$ cat config.mk
export PLATFORM = sky130hd
export DESIGN_NAME = conv_stream_host
export DESIGN_NICKNAME = d
export VERILOG_FILES = /design/src/rtl/conv_host_pkg.sv /design/src/rtl/host_frame_buf.sv /design/src/rtl/conv_stream_host.sv
export SDC_FILE = /design/constraint.sdc
export NUM_CORES = 1
export LEC_CHECK = 0
export ABC_AREA = 1
export BUFFER_PORTS_ARGS = -buffer_cell sky130_fd_sc_hd__buf_4
export CORE_MARGIN = 3
export CORE_UTILIZATION = 63
export CTS_CLUSTER_SIZE = 8
export DETAILED_ROUTE_END_ITERATION = 10
export MAX_ROUTING_LAYER = met4
export PLACE_DENSITY = 0.92
export RECOVER_POWER = 50
export SETUP_SLACK_MARGIN = 0.1
export SKIP_LAST_GASP = 1
export SYNTH_ARGS = -nofsm -noshare
export SYNTH_HDL_FRONTEND = slang
export SYNTH_SLANG_ARGS = --single-unit
$ cat constraint.sdc
create_clock -name clk -period 3.9 [get_ports clk]
set_input_delay 0.78 -clock clk [delete_from_list [all_inputs] [get_ports clk]]
set_output_delay 0.78 -clock clk [all_outputs]
set_load 0.1 [all_outputs]
$ cat src/rtl/conv_host_pkg.sv
// Shared types and default sizes for the conv stream host.
// Imported by the host top and its frame buffer.
package conv_host_pkg;

    typedef enum logic [1:0] {
        LOAD,
        SEND,
        COLLECT,
        DRAIN
    } host_state_t;

    localparam int WIDTH_DEF = 8;
    localparam int LENX_DEF  = 8;
    localparam int LENY_DEF  = 5;
    localparam int LOGX_DEF  = 3;
    localparam int LOGY_DEF  = 3;

endpackage

$ cat src/rtl/host_frame_buf.sv
// Register-array frame buffer.
// One synchronous write port, one combinational read port.
module host_frame_buf
    import conv_host_pkg::*;
#(
    parameter int WIDTH = WIDTH_DEF,
    parameter int DEPTH = LENX_DEF,
    parameter int LOGD  = LOGX_DEF
) (
    input  logic             clk,
    input  logic             we_i,
    input  logic [LOGD-1:0]  waddr_i,
    input  logic [WIDTH-1:0] wdata_i,
    input  logic [LOGD-1:0]  raddr_i,
    output logic [WIDTH-1:0] rdata_o
);

    logic [WIDTH-1:0] mem_q [DEPTH];

    // Contents need no reset: a slot is always written before it is read.
    always_ff @(posedge clk) begin
        if (we_i) begin
            mem_q[waddr_i] <= wdata_i;
        end
    end

    assign rdata_o = mem_q[raddr_i];

endmodule

$ cat src/rtl/conv_stream_host.sv
// Host endpoint: load a frame, stream it to a conv engine,
// collect the engine results and present them on a readout port.
module conv_stream_host
    import conv_host_pkg::*;
#(
    parameter int WIDTH = WIDTH_DEF,
    parameter int LENX  = LENX_DEF,
    parameter int LENY  = LENY_DEF,
    parameter int LOGX  = LOGX_DEF,
    parameter int LOGY  = LOGY_DEF
) (
    input  logic             clk,
    input  logic             reset_n,
    input  logic [WIDTH-1:0] ld_data,
    input  logic             ld_valid,
    output logic             ld_ready,
    output logic [WIDTH-1:0] m_data_out_x,
    output logic             m_valid_x,
    input  logic             m_ready_x,
    input  logic [WIDTH-1:0] s_data_in_y,
    input  logic             s_valid_y,
    output logic             s_ready_y,
    output logic [WIDTH-1:0] rd_data,
    output logic             rd_valid,
    input  logic             rd_ready,
    output logic [15:0]      frames_done
);

    host_state_t state_q, state_d;
    logic [LOGX-1:0] ld_cnt_q, ld_cnt_d;
    logic [LOGX-1:0] tx_cnt_q, tx_cnt_d;
    logic [LOGY-1:0] rx_cnt_q, rx_cnt_d;
    logic [LOGY-1:0] rd_cnt_q, rd_cnt_d;
    logic [15:0]     frames_q, frames_d;
    logic            armed_q, armed_d;
    logic            y_full_q, y_full_d;

    logic ld_fire, x_fire, y_fire, rd_fire;
    logic [WIDTH-1:0] x_rd, y_rd;

    // Valids are pure state decodes; ld_ready waits one edge after reset.
    assign ld_ready  = armed_q && (state_q == LOAD);
    assign m_valid_x = (state_q == SEND);
    assign s_ready_y = ((state_q == SEND) || (state_q == COLLECT))
                       && !y_full_q;
    assign rd_valid  = (state_q == DRAIN);

    assign ld_fire = ld_valid && ld_ready;
    assign x_fire  = m_valid_x && m_ready_x;
    assign y_fire  = s_valid_y && s_ready_y;
    assign rd_fire = rd_valid && rd_ready;

    assign m_data_out_x = m_valid_x ? x_rd : '0;
    assign rd_data      = rd_valid ? y_rd : '0;
    assign frames_done  = frames_q;

    host_frame_buf #(
        .WIDTH (WIDTH),
        .DEPTH (LENX),
        .LOGD  (LOGX)
    ) u_xbuf (
        .clk     (clk),
        .we_i    (ld_fire),
        .waddr_i (ld_cnt_q),
        .wdata_i (ld_data),
        .raddr_i (tx_cnt_q),
        .rdata_o (x_rd)
    );

    host_frame_buf #(
        .WIDTH (WIDTH),
        .DEPTH (LENY),
        .LOGD  (LOGY)
    ) u_ybuf (
        .clk     (clk),
        .we_i    (y_fire),
        .waddr_i (rx_cnt_q),
        .wdata_i (s_data_in_y),
        .raddr_i (rd_cnt_q),
        .rdata_o (y_rd)
    );

    // Next state and counters; y beats are counted in SEND and COLLECT.
    always_comb begin
        state_d  = state_q;
        ld_cnt_d = ld_cnt_q;
        tx_cnt_d = tx_cnt_q;
        rx_cnt_d = rx_cnt_q;
        rd_cnt_d = rd_cnt_q;
        frames_d = frames_q;
        armed_d  = 1'b1;
        y_full_d = y_full_q;

        unique case (state_q)
            LOAD: begin
                if (ld_fire) begin
                    if (ld_cnt_q == LOGX'(LENX - 1)) begin
                        ld_cnt_d = '0;
                        state_d  = SEND;
                    end else begin
                        ld_cnt_d = ld_cnt_q + LOGX'(1);
                    end
                end
            end
            SEND: begin
                if (x_fire) begin
                    if (tx_cnt_q == LOGX'(LENX - 1)) begin
                        tx_cnt_d = '0;
                        state_d  = COLLECT;
                    end else begin
                        tx_cnt_d = tx_cnt_q + LOGX'(1);
                    end
                end
            end
            COLLECT: begin
                if (y_full_q) begin
                    y_full_d = 1'b0;
                    state_d  = DRAIN;
                end
            end
            DRAIN: begin
                if (rd_fire) begin
                    if (rd_cnt_q == LOGY'(LENY - 1)) begin
                        rd_cnt_d = '0;
                        frames_d = frames_q + 16'd1;
                        state_d  = LOAD;
                    end else begin
                        rd_cnt_d = rd_cnt_q + LOGY'(1);
                    end
                end
            end
        endcase

        // A full y set seen while still sending is parked in y_full.
        if (y_fire) begin
            if (rx_cnt_q == LOGY'(LENY - 1)) begin
                rx_cnt_d = '0;
                if (state_q == COLLECT) begin
                    state_d = DRAIN;
                end else begin
                    y_full_d = 1'b1;
                end
            end else begin
                rx_cnt_d = rx_cnt_q + LOGY'(1);
            end
        end
    end

    // State register; reset discards any partial frame at once.
    always_ff @(posedge clk or negedge reset_n) begin
        if (!reset_n) begin
            state_q  <= LOAD;
            ld_cnt_q <= '0;
            tx_cnt_q <= '0;
            rx_cnt_q <= '0;
            rd_cnt_q <= '0;
            frames_q <= '0;
            armed_q  <= 1'b0;
            y_full_q <= 1'b0;
        end else begin
            state_q  <= state_d;
            ld_cnt_q <= ld_cnt_d;
            tx_cnt_q <= tx_cnt_d;
            rx_cnt_q <= rx_cnt_d;
            rd_cnt_q <= rd_cnt_d;
            frames_q <= frames_d;
            armed_q  <= armed_d;
            y_full_q <= y_full_d;
        end
    end

endmodule

==> summary.md, run 1 <==
| Metric | Value |
|---|---|
| Outcome | finished, violations left |
| Failing checks | max-capacitance violations, max-slew violations |
| Die Wd | 103 um |
| Clk root buf | clkbuf_8 |
| Minimum clock period | 3.31 ns |
| Standard-cell row count | 34 |
| Worst setup EP type | output pin |
| Fillers | 529 |
| Skew final | around 0.007 ns |
| WP depth | 6 |
| Max Root-Sink Buffers | 2 |
| Initial DRC Count | 420 |
| Post-CTS Setup Inserts | 0 |
| Dpl hpwl | 8.51 mm |
| Largest net degree at the start of global routing | 35 |
| Final setup vio count | 0 |
| Area share of the largest cell type after synthesis | 52.7% |
| Full die area | between 0.01 and 0.015 mm2 |
| Slew Limit Fails | 33 |
| Area Growth Syn to Fin | 16.6% |
| Crit Reg-Reg Endpoint | frames_done[10] |
| Vias in the first global route | ~4300 |
| # clock sinks | ~140 |
| Slowest CP cell | dfrtp_1 |
| Syn nets | 573 |
| # DRC | 0 |
| Worst path max stage delay | 0.56 ns |
| CP Launch Point | tx_cnt_q[0] |
| Critical Path RT | roughly 3.1 ns |
| Worst vdd ir | roughly 1 mV |
| Initial antenna violation count | 0 |
| Leakage | around 2.8 nW |
| Fmax | slightly above 300 MHz |
| Max-cap violations | 1 |
| Placed cell count | 688 |
| Final Cycle Share | a little over four fifths |
| Synth Instances | ~540 |
| Worst Tran Pin Value | 1.79 ns |
| Async set-reset flop share out of synthesis | 23.5% |
| Avg Cell Area, Syn | about 11 um2 |
| Post-Route WL | ~14 mm |
| Met1 wire length | between 5 and 6 mm |
| Post-synth cell types | 33 |
| WS Path Type | reg2out |
| Highest routed layer | met4 |
| Syn Std Cell Area | between 0.005 and 0.006 mm2 |
| Num CTS Buffers | 17 |
| PD cells | ~700 mW/mm2 |
| Area leader, netlist | edfxtp_1 |
| CP endpoint | m_data_out_x[2] |
| Most used DFF post-synth | edfxtp_1 |
| Slew HR | -19.6% |
| Register area | 0.00392 mm2 |
| Worst R2R Path Depth | 8 |
| H-tree levels | 4 |
| GPL Wtd Cong | ~0.92 |
| Crit-path cells | inv_2 -> o21ai_0 -> o22ai_1 -> nor2_1 -> nor2_1 -> buf_4 |
| Synth top cells by count | nor2_1, edfxtp_1, o21ai_0, nand2_1, inv_1 |
| Fin cells | slightly above 700 |
| Die height | between 100 and 150 um |
| Overflow after GRT | 0 |
| Setup TNS | 0 ns |
| Worst Hold Class | reg2reg |
| Fin nets | between 600 and 700 |
| I/O pins | a little under 60 |
| Flop-to-flop setup slack | approximately 0.95 ns |
| Global-route wire length before repair | approximately 21 mm |
| Clock Latency Late Sink | ~0.52 ns |
| Multi-input gate area | around 0.0017 mm2 |
| I/O Buffers | 57 |
| CTS tree | built |
| Clk pin slew, worst setup/hold paths | 0.06 ns |
| CTS-repair resized insts | 0 |
| DR WL met2 | ~7 mm |
| Antenna viol nets, final | 0 |
| WP data arrival | approximately 2.5 ns |
| FF-to-FF Start | rd_cnt_q[0] |
| GRT Total Usage | 28.2% |
| Worst-path maximum fanout | 34 |
| Ys Warns | 0 |
| Via density per instance | 6.04 |
| Overall power consumption | 0.00497 W |
| EDFF count, synth | 104 |
| CP dominant cell by count | nor2_1 |
| Routed wl met3 | 1.10 mm |
| Cell with the most instances after synthesis | nor2_1 |
| Fin. Hold Viols | 0 |
| Critical path buffer and inverter count | 2 |
| Flops & latches, synth | ~140 |
| Cts-stage hold buffer count | 0 |
| Avg WL per Cell | around 19 um |
| Routed vias | about 4300 |
| RSZ-0062 raised after global routing | false |
| Sequential share of the synthesized area | roughly two thirds |
| Share of layout cells above drive strength 1 | between 10 and 15% |
| Ant diodes | 0 |
| Core area | between 0.008 and 0.009 mm2 |
| Pre-antenna DRT Iters | 6 |
| Starting density of the core | roughly two thirds |
| Startpoint Class | flip-flop |
| Cell family with most CP delay | buffers and inverters |
| Top cells by area, synth | edfxtp_1, dfrtp_1, nor2_1 |
-- cells by family (layout without fill, tap and decap cells) --
group | count (synthesis) | in the layout | share of synthesized area (%)
multiplexers | 1 | 1 | 0.190
buffers and inverters | 59 | 134 | 4.05
XOR/XNOR | 12 | 12 | 1.77
adder cells (fa/ha/maj) | 15 | 15 | 3.17
AND/OR/NAND/NOR | 211 | 211 | 15.4
other | 1 | 1 | 0.0632
AO/OA/AOI/OAI | 101 | 101 | 9.14
flip-flops | 136 | 136 | 66.2
-- layer usage --
layer	vias up	track usage (%)
li1	1963	-
met1	2081	34.1
met2	255	45.2
met3	43	6.83
met4	0	12.7
met5	-	-
-- final cells by class --
class,instances,share of cell area (%)
Clock buffer,17,5.99
Timing Repair Buffer,61,5.48
Clock inverter,14,2.30
Sequential cell,136,56.7
Inverter,42,2.28
Tap cell,108,1.95
Multi-Input combinational cell,341,25.3
-- sequential cells by signal, summed over array words and instances, names as in the netlist --
| register | cells |
|---|---|
| frames_done | 16 |
| tx_cnt_q | 3 |
| state_q | 2 |
| y_full_q | 1 |
| armed_q | 1 |
| rx_cnt_q | 3 |
| u_ybuf.mem_q | 40 |
| ld_cnt_q | 3 |
| rd_cnt_q | 3 |
| u_xbuf.mem_q | 64 |
-- worst min path at each step --
stage / from / to / cells past startpoint
after floorplan: reset_n / armed_q / 0
after global placement: frames_done[15] / frames_done[15] / 2
after detailed placement: frames_done[13] / frames_done[13] / 2
after CTS: reset_n / rd_cnt_q[0] / 1
after global routing: s_data_in_y[4] / u_ybuf.mem_q[2][4] / 1
final: frames_done[15] / frames_done[15] / 2
-- cells in the final DEF (no fill, tap or decap), types with 5 or more instances in the layout --
| master | count |
|---|---|
| nand2_1 | 58 |
| o22ai_1 | 8 |
| buf_4 | 40 |
| nor3_1 | 5 |
| edfxtp_1 | 104 |
| clkbuf_1 | 21 |
| inv_1 | 38 |
| o21ai_1 | 12 |
| nor2_1 | 119 |
| ha_1 | 15 |
| o211ai_1 | 9 |
| nand3_1 | 12 |
| dfrtp_1 | 32 |
| xor2_1 | 10 |
| o21ai_0 | 69 |
| clkbuf_16 | 16 |
-- power by group --
part | internal (W) | leakage [nW] | switching [W]
sequential | 0.00172 | 1.34 | 0.000222
clock | 0.000962 | 0.278 | 0.000590
combinational | 0.000380 | 1.20 | 0.00109
total | 0.00306 | 2.81 | 0.00191
-- per-stage QoR --
step | area, um2 | util (%) | hold WS (ns) | setup WS (ns)
floorplan | 5930 | - | 0.484 | 0.103
global placement | 6440 | 72.1 | 0.489 | 1.33
detailed placement | 6440 | 72.1 | 0.510 | 1.26
CTS | 7010 | 78.5 | 0.201 | 0.626
global route | 6920 | 77.4 | 0.551 | 0.404
finish | 6920 | 77.4 | 0.521 | 0.594
-- worst min-delay path: cells and delay by family (launching register included) --
family,cells,cell delay (ns)
and+or+nand+nor,2,0.12
DFF,1,0.37
Power figures use the tool's default switching activity.
==> run 2, diff against run 1 <==
ABC_AREA = 0   (was 1)
CORE_UTILIZATION = 58   (was 63)
PLACE_DENSITY = 0.87   (was 0.92)
clock period = 3.25 ns   (was 3.9 ns; I/O delays follow)
==> run 2 against run 1 <==
Against the previous run:
- the flow still finishes with violations (max-capacitance violations, max-slew violations)
- critical path depth decreased by 2
- first-iteration DRC count is 34% lower
- hold slack got worse by 0.095 ns
- non-clock buffer count increased by 7
- clock power rose by 22%
- worst setup slack worse by 0.36 ns
- count of clock-buffer cells in the layout is the same
- synthesized cell count decreased by 35%
- design area down 0.74%
- clock skew up 0.0016 ns
- critical path type unchanged
==> summary.md, run 2 <==
| Metric | Value |
|---|---|
| Outcome | finished, violations left |
| Failing checks | max-capacitance violations, max-slew violations |
| Share of layout cells above drive strength 1 | 27.9% (+14 points) |
| RSZ-0062 raised after global routing | false |
| # clock sinks | 136 (unchanged) |
| GRT Total Usage | 23.3% (-4.9 points) |
| Async set-reset flop share out of synthesis | 23.5% (unchanged) |
| Antenna viol nets, final | 0 (unchanged) |
| Via density per instance | 5.86 (-2.9%) |
| Most used DFF post-synth | edfxtp_1 |
| Clock Latency Late Sink | 0.51 ns (about the same) |
| Initial DRC Count | 278 (-34%) |
| Full die area | 0.0111 mm2 (+4.6%) |
| FF-to-FF Start | state_q[1] |
| CTS tree | built |
| Post-synthesis adder-cell area fraction | 3.28% (+0.11 points) |
| Post-route core utilization | 72.9% (-4.5 points) |
| Flop-to-flop setup slack | 0.86 ns (-0.09 ns) |
| Worst Tran Pin Value | 1.81 ns (+0.0121 ns) |
| # DRC | 0 (unchanged) |
| Sw Ratio | 26.3% (-12 points) |
| Synth Area in Simple Gates | 9.18% (-6.3 points) |
| Overflow after GRT | 0 (unchanged) |
| Worst vdd ir | 0.480 mV (-52%) |
| Post-synth cell types | 39 (+18%) |
| PD cells | 681 mW/mm2 (-5.2%) |
| Cts-stage hold buffer count | 0 (unchanged) |
| Final WS setup | 0.235 ns (-0.359 ns) |
| Worst R2R Path Depth | 5 (-3) |
| Area leader, netlist | edfxtp_1 |
| Worst Hold Class | in2reg |
| Register name with the most flops | u_xbuf.mem_q |
| Most common cell after layout, fill and taps aside | edfxtp_1 |
| Dpl hpwl | 7.02 mm (-17%) |
| WS Path Type | reg2out |
| Standard-cell row count | 35 (+2.9%) |
| Fin nets | 458 (-28%) |
| Routed vias | 3295 (-24%) |
| Avg Cell Area, Syn | 16.5 um2 (+49%) |
| Vias in the first global route | 3504 (-19%) |
| H-tree levels | 4 (unchanged) |
| Die Wd | 105 um (+2.3%) |
| Leakage | 2.51 nW (-11%) |
| Placed cell areas | 0.00637 mm2 (-1.0%) |
| Final Cycle Share | between 90 and 100% |
| Main combinational cell family by area after synthesis | multiplexers |
| Clock share of power | 40.4% (+9.2 points) |
| Sequential fraction of design power | 44.2% (+5.1 points) |
| Critical Path RT | 2.60 ns (-0.52 ns) |
| Post-placement setup slack | 0.797 ns (-0.462 ns) |
| Fin. Hold Viols | 0 (unchanged) |
| Skew final | 0.00862 ns (+0.00160 ns) |
| I/O pins | 58 (unchanged) |
| Initial antenna violation count | 0 (unchanged) |
| Synth top cells by count | edfxtp_1, dfrtp_1, nand2_1, mux4_2, nor2b_1 |
| Sequential share of the synthesized area | 68.5% (+2.4 points) |
| Syn nets | 384 (-33%) |
| Synth Instances | 347 (-35%) |
| I/O Buffers | 57 (unchanged) |
| Ant diodes | 0 (unchanged) |
| Post-Route WL | 11.7 mm (-15%) |
| WHS | 0.427 ns (-0.0946 ns) |
| Die height | 105 um (+2.3%) |
| Max Root-Sink Buffers | 2 (unchanged) |
| Switching Power | 0.00123 W (-35%) |
| Final setup vio count | 0 (unchanged) |
| Avg WL per Cell | 20.8 um (+8.9%) |
| CTS-repair resized insts | 0 (unchanged) |
| Clk root buf | clkbuf_8 |
| Post-CTS Setup Inserts | 0 (unchanged) |
| Worst-path maximum fanout | 10 (-71%) |
| Pre-antenna DRT Iters | 5 (-1) |
| Slew HR | -20.4% (-0.81 points) |
| Ys Warns | 0 (unchanged) |
| Starting density of the core | 60.8% (-5.6 points) |
| Area share of the largest cell type after synthesis | 54.5% (+1.9 points) |
| Syn Std Cell Area | 0.00573 mm2 (-3.4%) |
| Max-cap violations | 1 (unchanged) |
| Worst hold path endpoint | u_ybuf.mem_q[3][7] |
| Startpoint Class | flip-flop |
| Core area | 0.00942 mm2 (+5.4%) |
| WP data arrival | 2.37 ns (-0.16 ns) |
| Fmax | roughly 330 MHz |
| Final Cell Area | 0.00686 mm2 (-0.74%) |
| Largest net degree at the start of global routing | 33 (-5.7%) |
| Global-route wire length before repair | 18.9 mm (-11%) |
| Max reg flops | 64 (unchanged) |
| Clk pin slew, worst setup/hold paths | 0.06 ns (about the same) |
| Flops & latches, synth | 136 (unchanged) |
| Crit Reg-Reg Endpoint | frames_done[13] |
| Slew Limit Fails | 33 (unchanged) |
| Multiplexer share of the synthesized area | 12.8% (+13 points) |
| EDFF count, synth | 104 (unchanged) |
| Minimum clock period | 3.02 ns |
| Setup TNS | 0 ns (unchanged) |
| Worst setup EP type | output pin |
| Synth Area in XOR/XNOR | 2.29% (+0.52 points) |
| Top cells by area, synth | edfxtp_1, dfrtp_1, mux4_2 |
| Combinational Power Share | 15.5% (-14 points) |
| Cell with the most instances after synthesis | edfxtp_1 |
| Hold depth | 1 (-1) |
| Power Internal | 0.00344 W (+12%) |
| Commonest cells after routing, fill and taps aside | edfxtp_1, buf_4, dfrtp_1 |
| GPL Wtd Cong | 0.842 (-8.2%) |
| Area Growth Syn to Fin | 19.9% |
| Synth Area in Compound Gates | 2.10% (-7.0 points) |
| Num CTS Buffers | 17 (unchanged) |
| Worst Hold Launch | s_data_in_y[7] |
==> run 2: cell count changes after synthesis, moves of 16 or more <==
cell,delta
mux4_2,+24
inv_1,-29
o21ai_0,-61
nor2b_1,+17
nor2_1,-111
mux2i_1,+16
nand2_1,-27
==> run 2: worst max path at each step <==
| stage | startpoint | end | cells past startpoint |
|---|---|---|---|
| 2_1_floorplan | state_q[1] | m_data_out_x[0] | 4 |
| 3_3_place_gp | rd_cnt_q[0] | rd_data[5] | 4 |
| 3_5_place_dp | rd_cnt_q[0] | rd_data[1] | 4 |
| 4_1_cts | rd_cnt_q[0] | rd_data[4] | 4 |
| 5_1_grt | rd_cnt_q[0] | rd_data[4] | 4 |
| 6_report | rd_cnt_q[0] | rd_data[4] | 4 |
==> run 2: power by group through the flow <==
stage	Clock (W)	Sequential, W	Combinational [W]
after global placement	0	0.00208	0.000701
after detailed placement	0	0.00209	0.000722
after floorplan	0	0.00204	0.000606
after global routing	0.00198	0.00207	0.000777
final	0.00189	0.00206	0.000723
after CTS	0.00192	0.00206	0.000741
==> run 2: stage by stage <==
stage	cells	power, W
3_5_place_dp	531	0.00281
5_1_grt	562	0.00483
6_report	562	0.00467
2_1_floorplan	347	0.00264
3_3_place_gp	531	0.00279
4_1_cts	562	0.00472
==> run 2: critical path, cell delays in order (launching register included) <==
cell and delay (ns):
dfrtp_1 0.71, mux4_2 0.60, mux2i_1 0.23, nor2b_2 0.07
buf_4 0.23
==> run 2: final cells by class <==
type | count | area (um2)
flip-flops and latches | 136 | 3920
fillers | 588 | 2550
multi-input cells | 189 | 1730
repair buffers | 68 | 428
clock buffers | 17 | 414
clock inverters | 14 | 175
well taps | 129 | 161
inverters | 9 | 33.8
==> run 2: logic make-up after synthesis <==
group                    after synthesis
multiplexers                          43
flip-flops                           136
XOR/XNOR                              15
AO/OA/AOI/OAI                         19
adder cells (fa/ha/maj)               15
AND/OR/NAND/NOR                       96
buffers and inverters                 22
other                                  1
==> run 2: per-layer routing <==
metal	GRT usage [%]	share of wire, %	vias up
li1	-	-	1478
met1	29.8	40	1658
met2	37.4	52	141
met3	4.72	6.1	18
met4	8.90	1.6	0
met5	-	0	-
